### config.mk
export PLATFORM = sky130hd
export DESIGN_NAME = apb_master_ms_flat
export DESIGN_NICKNAME = d
export VERILOG_FILES = /design/src/rtl/apb_ms_pkg.sv /design/src/rtl/apb_master_ms_if.sv /design/src/rtl/apb_ms_req_fifo.sv /design/src/rtl/apb_master_ms.sv /design/src/flat_wrapper.sv
export SDC_FILE = /design/constraint.sdc
export NUM_CORES = 1
export LEC_CHECK = 0
export BUFFER_PORTS_ARGS = -buffer_cell sky130_fd_sc_hd__buf_2
export CORE_MARGIN = 4
export CORE_UTILIZATION = 55
export DETAILED_ROUTE_END_ITERATION = 6
export PLACE_DENSITY = 0.91
export SYNTH_ARGS = -nofsm -noshare
export SYNTH_HDL_FRONTEND = slang
export SYNTH_SLANG_ARGS = --single-unit
### constraint.sdc
create_clock -name pclk -period 5.35 [get_ports pclk]
set_clock_uncertainty 0.05 [all_clocks]
set_input_delay 0 -clock pclk [delete_from_list [all_inputs] [get_ports pclk]]
set_output_delay 0 -clock pclk [all_outputs]
set_load 0.01 [all_outputs]
### src/rtl/apb_ms_pkg.sv
// rtl/apb_ms_pkg.sv - shared FSM state and request payload types for apb_master_ms
package apb_ms_pkg;

    // Widest configuration the queued payload can carry; narrower builds zero-fill the top bits.
    localparam int MAX_AW = 64;
    localparam int MAX_DW = 128;
    localparam int MAX_SW = MAX_DW / 8;

    typedef enum logic [1:0] {
        ST_IDLE   = 2'd0,
        ST_SETUP  = 2'd1,
        ST_ACCESS = 2'd2,
        ST_RESP   = 2'd3
    } apb_ms_state_t;

    typedef struct packed {
        logic [MAX_AW-1:0] addr;
        logic [MAX_DW-1:0] wdata;
        logic              write;
        logic [MAX_SW-1:0] strb;
        logic [2:0]        prot;
    } apb_ms_req_t;

endpackage

### src/rtl/apb_master_ms_if.sv
// rtl/apb_master_ms_if.sv - request/response and APB bus bundle with master/slave modports
interface apb_master_ms_if #(
    parameter int ADDR_WIDTH = 32,
    parameter int DATA_WIDTH = 32,
    parameter int NUM_SLAVES = 4
) ();

    logic                             req_valid;
    logic                             req_ready;
    logic [ADDR_WIDTH-1:0]            req_addr;
    logic [DATA_WIDTH-1:0]            req_wdata;
    logic                             req_write;
    logic [DATA_WIDTH/8-1:0]          req_strb;
    logic [2:0]                       req_prot;

    logic                             rsp_valid;
    logic                             rsp_ready;
    logic [DATA_WIDTH-1:0]            rsp_rdata;
    logic                             rsp_error;

    logic [ADDR_WIDTH-1:0]            paddr;
    logic [DATA_WIDTH-1:0]            pwdata;
    logic                             pwrite;
    logic                             penable;
    logic [DATA_WIDTH/8-1:0]          pstrb;
    logic [2:0]                       pprot;
    logic [NUM_SLAVES-1:0]            psel;
    logic [NUM_SLAVES*DATA_WIDTH-1:0] prdata;
    logic [NUM_SLAVES-1:0]            pready;
    logic [NUM_SLAVES-1:0]            pslverr;

    modport master (
        input  req_valid, req_addr, req_wdata, req_write, req_strb, req_prot,
        output req_ready,
        output rsp_valid, rsp_rdata, rsp_error,
        input  rsp_ready,
        output paddr, pwdata, pwrite, penable, pstrb, pprot, psel,
        input  prdata, pready, pslverr
    );

    modport slave (
        output req_valid, req_addr, req_wdata, req_write, req_strb, req_prot,
        input  req_ready,
        input  rsp_valid, rsp_rdata, rsp_error,
        output rsp_ready,
        input  paddr, pwdata, pwrite, penable, pstrb, pprot, psel,
        output prdata, pready, pslverr
    );

endinterface

### src/rtl/apb_ms_req_fifo.sv
// rtl/apb_ms_req_fifo.sv - request queue with extra-bit pointers for full/empty
module apb_ms_req_fifo
    import apb_ms_pkg::*;
#(
    parameter int FIFO_DEPTH = 4
) (
    input  logic        clk,
    input  logic        rst,
    input  logic        push,
    input  apb_ms_req_t din,
    input  logic        pop,
    output apb_ms_req_t dout,
    output logic        full,
    output logic        empty
);

    localparam int PW = $clog2(FIFO_DEPTH);

    apb_ms_req_t mem_q [FIFO_DEPTH];
    apb_ms_req_t mem_d [FIFO_DEPTH];
    logic [PW:0] wr_ptr_q, wr_ptr_d;
    logic [PW:0] rd_ptr_q, rd_ptr_d;
    logic        do_push;
    logic        do_pop;

    assign empty   = (wr_ptr_q == rd_ptr_q);
    assign full    = (wr_ptr_q[PW] != rd_ptr_q[PW]) && (wr_ptr_q[PW-1:0] == rd_ptr_q[PW-1:0]);
    assign dout    = mem_q[rd_ptr_q[PW-1:0]];
    assign do_push = push && !full;
    assign do_pop  = pop && !empty;

    // Next pointers and payload write; the index bits wrap naturally modulo the depth
    always_comb begin
        mem_d    = mem_q;
        wr_ptr_d = wr_ptr_q;
        rd_ptr_d = rd_ptr_q;
        if (do_push) begin
            mem_d[wr_ptr_q[PW-1:0]] = din;
            wr_ptr_d                = wr_ptr_q + 1'b1;
        end
        if (do_pop) begin
            rd_ptr_d = rd_ptr_q + 1'b1;
        end
    end

    // Pointer registers; clearing them is what empties the queue
    always_ff @(posedge clk) begin
        if (rst) begin
            wr_ptr_q <= '0;
            rd_ptr_q <= '0;
        end else begin
            wr_ptr_q <= wr_ptr_d;
            rd_ptr_q <= rd_ptr_d;
        end
    end

    // Payload storage needs no reset; only entries between the pointers are ever read
    always_ff @(posedge clk) begin
        mem_q <= mem_d;
    end

endmodule

### src/rtl/apb_master_ms.sv
// rtl/apb_master_ms.sv - queued APB master, multi-slave; APB_MASTER_MS_TIMEOUT_EN adds an ACCESS timeout
module apb_master_ms
    import apb_ms_pkg::*;
#(
    parameter int ADDR_WIDTH     = 32,
    parameter int DATA_WIDTH     = 32,
    parameter int NUM_SLAVES     = 4,
    parameter int FIFO_DEPTH     = 4,
    parameter int TIMEOUT_CYCLES = 16
) (
    input  logic            pclk,
    input  logic            preset,
    apb_master_ms_if.master bus
);

    localparam int SW = $clog2(NUM_SLAVES);
    localparam int BW = DATA_WIDTH / 8;

    apb_ms_state_t         state_q, state_d;
    logic [ADDR_WIDTH-1:0] paddr_q, paddr_d;
    logic [DATA_WIDTH-1:0] pwdata_q, pwdata_d;
    logic                  pwrite_q, pwrite_d;
    logic [BW-1:0]         pstrb_q, pstrb_d;
    logic [2:0]            pprot_q, pprot_d;
    logic [DATA_WIDTH-1:0] rsp_rdata_q, rsp_rdata_d;
    logic                  rsp_error_q, rsp_error_d;

    apb_ms_req_t           fifo_din, fifo_dout;
    logic                  fifo_push, fifo_pop, fifo_full, fifo_empty;
    logic [SW-1:0]         sel_idx;
    logic                  sel_ready, sel_err;
    logic [DATA_WIDTH-1:0] sel_rdata;
    logic                  unused_head;

`ifdef APB_MASTER_MS_TIMEOUT_EN
    localparam int TW = $clog2(TIMEOUT_CYCLES + 1);
    logic [TW-1:0]         tmo_cnt_q, tmo_cnt_d;
`else
    localparam int unused_timeout_cycles = TIMEOUT_CYCLES;
`endif

    // Widen the incoming request into the shared payload format
    always_comb begin
        fifo_din.addr  = MAX_AW'(bus.req_addr);
        fifo_din.wdata = MAX_DW'(bus.req_wdata);
        fifo_din.write = bus.req_write;
        fifo_din.strb  = MAX_SW'(bus.req_strb);
        fifo_din.prot  = bus.req_prot;
    end

    assign fifo_push     = bus.req_valid && !fifo_full;
    assign bus.req_ready = !fifo_full;
    assign unused_head   = ^fifo_dout;

    apb_ms_req_fifo #(.FIFO_DEPTH(FIFO_DEPTH)) u_req_fifo (
        .clk   (pclk),
        .rst   (preset),
        .push  (fifo_push),
        .din   (fifo_din),
        .pop   (fifo_pop),
        .dout  (fifo_dout),
        .full  (fifo_full),
        .empty (fifo_empty)
    );

    // Only the addressed slave's handshake, error and data are looked at
    assign sel_idx   = paddr_q[ADDR_WIDTH-1 -: SW];
    assign sel_ready = bus.pready[sel_idx];
    assign sel_err   = bus.pslverr[sel_idx];
    assign sel_rdata = bus.prdata[int'(sel_idx)*DATA_WIDTH +: DATA_WIDTH];

    // Transfer sequencing; a pop in IDLE or RESP loads the next request's bus fields
    always_comb begin
        state_d     = state_q;
        paddr_d     = paddr_q;
        pwdata_d    = pwdata_q;
        pwrite_d    = pwrite_q;
        pstrb_d     = pstrb_q;
        pprot_d     = pprot_q;
        rsp_rdata_d = rsp_rdata_q;
        rsp_error_d = rsp_error_q;
        fifo_pop    = 1'b0;
`ifdef APB_MASTER_MS_TIMEOUT_EN
        tmo_cnt_d   = tmo_cnt_q;
`endif
        case (state_q)
            ST_IDLE: begin
                if (!fifo_empty) begin
                    fifo_pop = 1'b1;
                    state_d  = ST_SETUP;
                end
            end
            ST_SETUP: begin
                state_d = ST_ACCESS;
`ifdef APB_MASTER_MS_TIMEOUT_EN
                tmo_cnt_d = '0;
`endif
            end
            ST_ACCESS: begin
                if (sel_ready) begin
                    rsp_rdata_d = pwrite_q ? '0 : sel_rdata;
                    rsp_error_d = sel_err;
                    state_d     = ST_RESP;
                end
`ifdef APB_MASTER_MS_TIMEOUT_EN
                else if (tmo_cnt_q == TW'(TIMEOUT_CYCLES - 1)) begin
                    rsp_rdata_d = '0;
                    rsp_error_d = 1'b1;
                    state_d     = ST_RESP;
                end else begin
                    tmo_cnt_d = tmo_cnt_q + 1'b1;
                end
`endif
            end
            ST_RESP: begin
                if (bus.rsp_ready) begin
                    if (!fifo_empty) begin
                        fifo_pop = 1'b1;
                        state_d  = ST_SETUP;
                    end else begin
                        state_d = ST_IDLE;
                    end
                end
            end
            default: state_d = ST_IDLE;
        endcase
        if (fifo_pop) begin
            paddr_d  = ADDR_WIDTH'(fifo_dout.addr);
            pwdata_d = DATA_WIDTH'(fifo_dout.wdata);
            pwrite_d = fifo_dout.write;
            pstrb_d  = fifo_dout.write ? BW'(fifo_dout.strb) : '0;
            pprot_d  = fifo_dout.prot;
        end
    end

    // State and registered bus/response fields
    always_ff @(posedge pclk) begin
        if (preset) begin
            state_q     <= ST_IDLE;
            paddr_q     <= '0;
            pwdata_q    <= '0;
            pwrite_q    <= 1'b0;
            pstrb_q     <= '0;
            pprot_q     <= '0;
            rsp_rdata_q <= '0;
            rsp_error_q <= 1'b0;
        end else begin
            state_q     <= state_d;
            paddr_q     <= paddr_d;
            pwdata_q    <= pwdata_d;
            pwrite_q    <= pwrite_d;
            pstrb_q     <= pstrb_d;
            pprot_q     <= pprot_d;
            rsp_rdata_q <= rsp_rdata_d;
            rsp_error_q <= rsp_error_d;
        end
    end

`ifdef APB_MASTER_MS_TIMEOUT_EN
    // ACCESS-cycle counter, only meaningful while waiting in ACCESS
    always_ff @(posedge pclk) begin
        if (preset) begin
            tmo_cnt_q <= '0;
        end else begin
            tmo_cnt_q <= tmo_cnt_d;
        end
    end
`endif

    // One-hot select for the addressed slave during SETUP and ACCESS
    always_comb begin
        bus.psel = '0;
        if (state_q == ST_SETUP || state_q == ST_ACCESS) begin
            bus.psel[sel_idx] = 1'b1;
        end
    end

    assign bus.penable   = (state_q == ST_ACCESS);
    assign bus.rsp_valid = (state_q == ST_RESP);
    assign bus.paddr     = paddr_q;
    assign bus.pwdata    = pwdata_q;
    assign bus.pwrite    = pwrite_q;
    assign bus.pstrb     = pstrb_q;
    assign bus.pprot     = pprot_q;
    assign bus.rsp_rdata = rsp_rdata_q;
    assign bus.rsp_error = rsp_error_q;

endmodule

### src/flat_wrapper.sv
// flat-port wrapper written by rule: the top's interface ports become plain ports
module apb_master_ms_flat import apb_ms_pkg::*;
#(
    parameter int ADDR_WIDTH     = 32,
    parameter int DATA_WIDTH     = 32,
    parameter int NUM_SLAVES     = 4,
    parameter int FIFO_DEPTH     = 4,
    parameter int TIMEOUT_CYCLES = 16
)
  (pclk, preset, bus_req_valid, bus_req_addr, bus_req_wdata, bus_req_write, bus_req_strb, bus_req_prot, bus_req_ready, bus_rsp_valid, bus_rsp_rdata, bus_rsp_error, bus_rsp_ready, bus_paddr, bus_pwdata, bus_pwrite, bus_penable, bus_pstrb, bus_pprot, bus_psel, bus_prdata, bus_pready, bus_pslverr);
  apb_master_ms_if #(.ADDR_WIDTH(ADDR_WIDTH), .DATA_WIDTH(DATA_WIDTH), .NUM_SLAVES(NUM_SLAVES)) bus_i ();
  input  logic pclk;
  input  logic preset;
  input wire logic [$bits(bus_i.req_valid)-1:0] bus_req_valid;
  input wire logic [$bits(bus_i.req_addr)-1:0] bus_req_addr;
  input wire logic [$bits(bus_i.req_wdata)-1:0] bus_req_wdata;
  input wire logic [$bits(bus_i.req_write)-1:0] bus_req_write;
  input wire logic [$bits(bus_i.req_strb)-1:0] bus_req_strb;
  input wire logic [$bits(bus_i.req_prot)-1:0] bus_req_prot;
  output wire logic [$bits(bus_i.req_ready)-1:0] bus_req_ready;
  output wire logic [$bits(bus_i.rsp_valid)-1:0] bus_rsp_valid;
  output wire logic [$bits(bus_i.rsp_rdata)-1:0] bus_rsp_rdata;
  output wire logic [$bits(bus_i.rsp_error)-1:0] bus_rsp_error;
  input wire logic [$bits(bus_i.rsp_ready)-1:0] bus_rsp_ready;
  output wire logic [$bits(bus_i.paddr)-1:0] bus_paddr;
  output wire logic [$bits(bus_i.pwdata)-1:0] bus_pwdata;
  output wire logic [$bits(bus_i.pwrite)-1:0] bus_pwrite;
  output wire logic [$bits(bus_i.penable)-1:0] bus_penable;
  output wire logic [$bits(bus_i.pstrb)-1:0] bus_pstrb;
  output wire logic [$bits(bus_i.pprot)-1:0] bus_pprot;
  output wire logic [$bits(bus_i.psel)-1:0] bus_psel;
  input wire logic [$bits(bus_i.prdata)-1:0] bus_prdata;
  input wire logic [$bits(bus_i.pready)-1:0] bus_pready;
  input wire logic [$bits(bus_i.pslverr)-1:0] bus_pslverr;
  assign bus_i.req_valid = bus_req_valid;
  assign bus_i.req_addr = bus_req_addr;
  assign bus_i.req_wdata = bus_req_wdata;
  assign bus_i.req_write = bus_req_write;
  assign bus_i.req_strb = bus_req_strb;
  assign bus_i.req_prot = bus_req_prot;
  assign bus_req_ready = bus_i.req_ready;
  assign bus_rsp_valid = bus_i.rsp_valid;
  assign bus_rsp_rdata = bus_i.rsp_rdata;
  assign bus_rsp_error = bus_i.rsp_error;
  assign bus_i.rsp_ready = bus_rsp_ready;
  assign bus_paddr = bus_i.paddr;
  assign bus_pwdata = bus_i.pwdata;
  assign bus_pwrite = bus_i.pwrite;
  assign bus_penable = bus_i.penable;
  assign bus_pstrb = bus_i.pstrb;
  assign bus_pprot = bus_i.pprot;
  assign bus_psel = bus_i.psel;
  assign bus_i.prdata = bus_prdata;
  assign bus_i.pready = bus_pready;
  assign bus_i.pslverr = bus_pslverr;
  apb_master_ms #(.ADDR_WIDTH(ADDR_WIDTH), .DATA_WIDTH(DATA_WIDTH), .NUM_SLAVES(NUM_SLAVES), .FIFO_DEPTH(FIFO_DEPTH), .TIMEOUT_CYCLES(TIMEOUT_CYCLES)) u_core (.pclk(pclk), .preset(preset), .bus(bus_i));
endmodule
Word level (Yosys, flattened, before mapping)
Index checks and enable logic that the tools add are counted.
Operators by class
  add/sub/neg operators: 2
  $lt $le $gt $ge: 5
  equal/unequal tests: 9
  shift-type cells: 1
  mux-type cells: 23
  bitwise gates (word level): 2
  reduce and logical (&&, ||, !) cells: 12
Operator list (count)
  848-bit bitwise mux: 1
  212-bit binary-select mux with 2-bit select: 1
  212-bit demux with 2-bit select: 1
  180-bit 2-to-1 mux: 2
  212-bit 2-to-1 mux: 1
  128-bit by 8-bit variable part select with 32-bit output: 1
  32-bit 2-to-1 mux: 1
  4-bit 2-to-1 mux: 2
  2-bit case mux with 4 select lines: 1
  3-bit by 1-bit adder with 3-bit output (second input constant): 2
  3-bit >= comparator (second input constant): 2
  1-bit logical AND: 6
  1-bit 2-to-1 mux: 6
  2-bit 2-to-1 mux: 3
  2-bit NOT with 3-bit output: 2
  1-bit binary-select mux with 2-bit select: 2
  2-bit equality test (second input constant): 2
  2-bit by 1-bit != test with 1-bit output (second input constant): 2
  3-bit equality test: 1
  2-bit by 3-bit less-than comparator with 1-bit output (second input constant): 1
  3-bit by 1-bit less-than comparator with 1-bit output (second input constant): 1
  3-bit AND reduction: 1
  1-bit demux with 2-bit select: 1
  2-bit by 1-bit equality test with 1-bit output (second input constant): 1
  other kinds (9): 10
Word-level totals
  register bits after elaboration: 961
  bits of input ports: 212
  output and inout port bits: 112
  logic and storage cells: 84

Logic depth before layout (Yosys ltp)
  word-level depth: 6
  mapped depth: 8
  depth with buffers taken out: 6

Hierarchy
A second synthesis with hierarchy kept.
Second synthesis, totals
  cells, all modules: 1709
  area total of the unflattened synthesis: 35836.9 um2
By module, submodules not included
  apb_ms_req_fifo: instances 1, cells an instance 1175, area each 31071.0 um2, sequential area each 25584.5 um2
  apb_master_ms: instances 1, cells an instance 534, area each 4765.8 um2, sequential area each 2142.1 um2

Least setup slack after synthesis
No wires, ideal clock.
  kind: register to register
  from: reg u_core.u_req_fifo.rd_ptr_q[0]
  to: reg u_core.u_req_fifo.mem_q[212] (netlist name) (enable)
  setup time: 0.438 ns
  arrival: 2.721 ns
  slack: 2.141 ns
  stages on the path, launching flop included: 5
  path buffers: 1
  clock period less this slack: 3.209 ns
  cell sequence: dfxtp_1 buf_2 xor2_1 o31a_1 and2_1
Between the ends
  cells in the longest elaborated chain, start to end: 5
Ends and longest elaborated chain
  from (decl): line apb_ms_req_fifo.sv:22  | logic [PW:0] rd_ptr_q, rd_ptr_d;
  from (signal assigned): line apb_ms_req_fifo.sv:53  | rd_ptr_q <= rd_ptr_d;
  2-bit equality test *: line apb_ms_req_fifo.sv:27  | assign full = (wr_ptr_q[PW] != rd_ptr_q[PW]) && (wr_ptr_q[PW-1:0] == rd_ptr_q[PW-1:0]);
  1-bit logical AND *: line apb_ms_req_fifo.sv:27
  1-bit zero test *: line apb_ms_req_fifo.sv:29, apb_master_ms.sv:51
  1-bit logical AND: line apb_master_ms.sv:51  | assign fifo_push = bus.req_valid && !fifo_full;
  1-bit logical AND *: line apb_ms_req_fifo.sv:29  | assign do_push = push && !full;
  to (signal assigned): line apb_ms_req_fifo.sv:59  | mem_q <= mem_d;
  to (decl): line apb_ms_req_fifo.sv:19  | apb_ms_req_t mem_q [FIFO_DEPTH];
Mark *: on every way between the ends. The rest lies on a longest branch, timed or not.
A chain may end at the register's enable or synchronous reset.

Final worst setup path
  from: reg u_core.paddr_q[31] (netlist: u_core.bus.paddr[31])
  to: reg u_core.rsp_error_q (netlist: u_core.bus.rsp_error)
Between the ends
  cells in the longest elaborated chain, start to end: 3
Ends and longest elaborated chain
  from (decl): line apb_master_ms.sv:20  | logic [ADDR_WIDTH-1:0] paddr_q, paddr_d;
  from (signal assigned): line apb_master_ms.sv:149  | paddr_q <= paddr_d;
  1-bit binary-select mux with 2-bit select: line apb_master_ms.sv:68  | assign sel_ready = bus.pready[sel_idx];
  1-bit 2-to-1 mux (not written as such): line apb_master_ms.sv:68
  2-bit AND reduction (no line)
  to (signal assigned): line apb_master_ms.sv:155  | rsp_error_q <= rsp_error_d;
  to (decl): line apb_master_ms.sv:26  | logic rsp_error_q, rsp_error_d;
Parallel ways exist; a longest one is shown, timed or not. The select of a mux whose other input is x is not followed.

==> flow_metrics.py <==
metrics = {
    "outcome": {
        "status": "completed",
    },
    "clock_network": {
        "cts_setup_buffers": 0,
        "holdBufCountCts": 114,
        "clk_latency_ns": 0.52,
        "clk_pin_slew_worst_paths_ns": 0.06,
        "post_cts_resized": 0,
        "h-tree-depth": 2,
        "cts_tree": "done",
        "cts_inserted_buffers": 40,
        "cts-root-buf": "clkbuf_16",
        "clock_path_buffers": 3,
        "cts.sinks": 401,
    },
    "power": {
        "power.share.sequential_pct": 43.7,
        "p_leak_nw": 7.23,
        "power_density_nw_per_um2": 457,
        "worst_ir_drop_vdd_mv": 0.401,
        "p_sw_mw": 2.67,
        "pwr-share-comb_pct": 25.7,
        "p_sw_share_pct": 29.4,
        "clkPwrFrac_pct": 30.6,
        "p_int_mw": 6.41,
        "p_total_mw": 9.08,
    },
    "synth": {
        "yosysTopAreaCellShare_pct": 55.7,
        "synth_top_area_cell": "edfxtp_1",
        "synth_area_per_cell_um2": 16.4,
        "synth_fa_ha_area_share_pct": 0.725,
        "synth_nets": 1169,
        "ys_seq_area_share_pct": 70.2,
        "ys_seq_elements": 401,
        "synth-edff-count": 288,
        "synth-xor-area-share_pct": 0.451,
        "synth_compound_area_share_pct": 4.00,
        "synthMuxAreaShare_pct": 15.5,
        "async_flop_share_pct": 0,
        "synth_top_family_by_area": "multiplexers",
        "ys_types": 35,
        "synthSimpleGateAreaFrac_pct": 6.88,
        "synth_ff_type": "edfxtp_1",
        "syn_inst": 948,
        "syn-cell-area_um2": 15500,
        "synth.area.top_cells": "edfxtp_1 (56%), mux4_2 (15%), dfxtp_1 (15%)",
        "ys.warnings.count": 0,
    },
    "global_routing": {
        "grt_overflow_total": 0,
        "grt_max_degree": 75,
        "grt_pass1_vias": 10900,
        "grt_pass1_wl_um": 61200,
        "grt_antenna_before_repair": 5,
        "grt_use_total_pct": 25.9,
    },
    "floorplan": {
        "die_h_um": 176,
        "start_util_pct": 55.8,
        "dieArea_um2": 31000,
        "io_pins": 324,
        "num_rows": 61,
        "core_area_um2": 27900,
        "fp.dieW_um": 176,
    },
    "timing": {
        "finalHoldViolations": 0,
        "worst_slew_pin_slew_ns": 1.18,
        "rsz0062_at_grt": "no",
        "setup_viol": 0,
        "hold_slack_ns": 0.0159,
        "tns_ns": 0,
        "finalCritPeriodShare_pct": 66.2,
        "fmax_ghz": 0.282,
        "finalMaxSlewViolations": 0,
        "period_needed_ns": 3.54,
        "maxSlewHeadroom_pct": 21.5,
    },
    "place": {
        "dpl.cell_count": 1591,
        "gp_congestion": 0.780,
        "dp_hpwl_um": 23900,
        "port-buffer-count": 323,
    },
    "worst_setup_path": {
        "path_delay_family": "multiplexers",
        "path_buf_inv": 1,
        "worst_path_max_delay_cell": "dfxtp_2",
        "crit_type": "register to register",
        "cp-end-kind": "register",
        "critPathLaunchType": "register",
        "crit_chain": "mux4_2, nand2_2, mux2i_1, nor2_1, dlygate4sd3_1",
        "crit_fanout": 40,
        "slowest_delay_ns": 0.94,
        "worstPathArrival_ns": 3.89,
        "critPathRequiredTime_ns": 5.70,
    },
    "detailed_routing": {
        "vias": 10100,
        "wl_um": 40600,
        "first_pass_iters": 5,
        "post_drt_wl_per_cell_um": 22.7,
        "drc_errors": 0,
        "drt_iter0_markers": 658,
        "ant_nets": 0,
        "post_drt_via_cell_ratio": 5.68,
    },
    "cells_and_area": {
        "fill_cells": 1700,
        "fin_cells": 1785,
        "areaGrowthSynthToFinish_pct": 28.0,
        "drive_gt1_share_pct": 36.5,
        "fin_nets": 1590,
    },
    "flow_run": {
        "maxCapViolations": 0,
    },
    "worst_hold_path": {
        "worstHoldPathType": "input pin to register",
    },
}
-- final cells by class --
class,instances,area [µm²],area share (%)
Timing Repair Buffer,446,2830,14.2
Sequential cell,401,10900,54.9
Inverter,6,23.8,0.120
Tap cell,378,473,2.38
Clock buffer,52,1120,5.62
Antenna cell,6,15.0,0.0755
Multi-Input combinational cell,474,4310,21.6
Clock inverter,22,204,1.03
-- placed cells by master, fill, tap and decap left out, types with 6 or more instances in the layout --
cell           netlist  routed
dfxtp_1            113     109
nand4b_1            32      32
clkinv_2             0       9
ha_1                 9       9
nand2_1            175     175
buf_2               22     322
buf_4               11      10
dlygate4sd3_1        0     114
nand3_1              6       6
a21oi_1            108     108
nor2_1               6       6
clkbuf_16            0      42
mux4_2             106     106
edfxtp_1           288     288
clkbuf_1            29       7
diode_2              0       6
-- cells by family (layout without fill, tap and decap cells) --
group | after synthesis | count (layout)
AOI/OAI and AO/OA | 118 | 118
xor gates and xnor gates | 8 | 8
adders and majority gates | 9 | 9
buffers and inverters | 73 | 526
DFF | 401 | 401
muxes | 108 | 108
other | 0 | 6
and+or+nand+nor | 231 | 231
-- metal layers --
metal | global-route usage, % | part of all wire, % | vias to the layer above
li1 | - | - | 4501
met1 | 29.4 | 35 | 5088
met2 | 48.7 | 55 | 468
met3 | 5.03 | 7.1 | 82
met4 | 8.74 | 3.3 | 0
met5 | 0 | 0 | -
-- state kept, by name, indices dropped and copies added, names as in the netlist --
signal,count
u_core.bus.paddr,32
u_core.bus.rsp_rdata,32
u_core.bus.pwrite,1
u_core.u_req_fifo.mem_q,288
u_core.bus.pwdata,32
u_core.u_req_fifo.rd_ptr_q,3
u_core.bus.pstrb,4
u_core.bus.rsp_error,1
u_core.bus.pprot,3
u_core.state_q,2
u_core.u_req_fifo.wr_ptr_q,3
-- cells in the mapped netlist, types with 3 or more instances --
cell / count
inv_1: 6
buf_1: 5
ha_1: 9
xnor2_1: 5
edfxtp_1: 288
dfxtp_1: 113
nor2_1: 6
mux4_2: 106
nand3_1: 6
nand4b_1: 32
a21oi_1: 108
and2_1: 3
buf_4: 11
xor2_1: 3
buf_2: 22
clkbuf_1: 29
nand2_1: 175
-- power by group through the flow --
stage	clock, mW	combinational [mW]	sequential (mW)
2_1_floorplan	0	1.52	3.99
3_3_place_gp	0	2.13	4.00
3_5_place_dp	0	2.18	4.02
4_1_cts	2.81	2.34	3.97
5_1_grt	2.97	2.52	4.01
6_report	2.78	2.33	3.97
-- metrics by stage --
stage / util [%] / cell area (µm²) / setup WS (ns)
floorplan: - / 15500 / 2.14
global placement: 62.5 / 17400 / 1.97
detailed placement: 62.5 / 17400 / 1.97
CTS: 71.3 / 19900 / 1.91
global route: 71.4 / 19900 / 1.63
finish: 71.4 / 19900 / 1.81
-- worst reg2reg max path: cells and delay by family (launching register included) --
family	cells	cell delay [ns]
simple gates	2	0.66
mux	2	1.18
buf+inv	1	0.60
flops	1	0.94
-- worst paths after layout --
path	from	depth (start not counted)	to	slack, ns
max	u_core.bus.paddr[31]$_SDFFE_PP0P_	5	u_core.bus.rsp_error$_SDFFE_PP0P_	1.81
min	bus_prdata[41]	4	u_core.bus.rsp_rdata[9]$_SDFFE_PP0P_	0.02
max reg2reg	u_core.bus.paddr[31]$_SDFFE_PP0P_	5	u_core.bus.rsp_error$_SDFFE_PP0P_	1.81
min reg2reg	u_core.bus.rsp_rdata[16]$_SDFFE_PP0P_	2	u_core.bus.rsp_rdata[16]$_SDFFE_PP0P_	0.40
No activity file was read; power rests on OpenSTA's default activity.
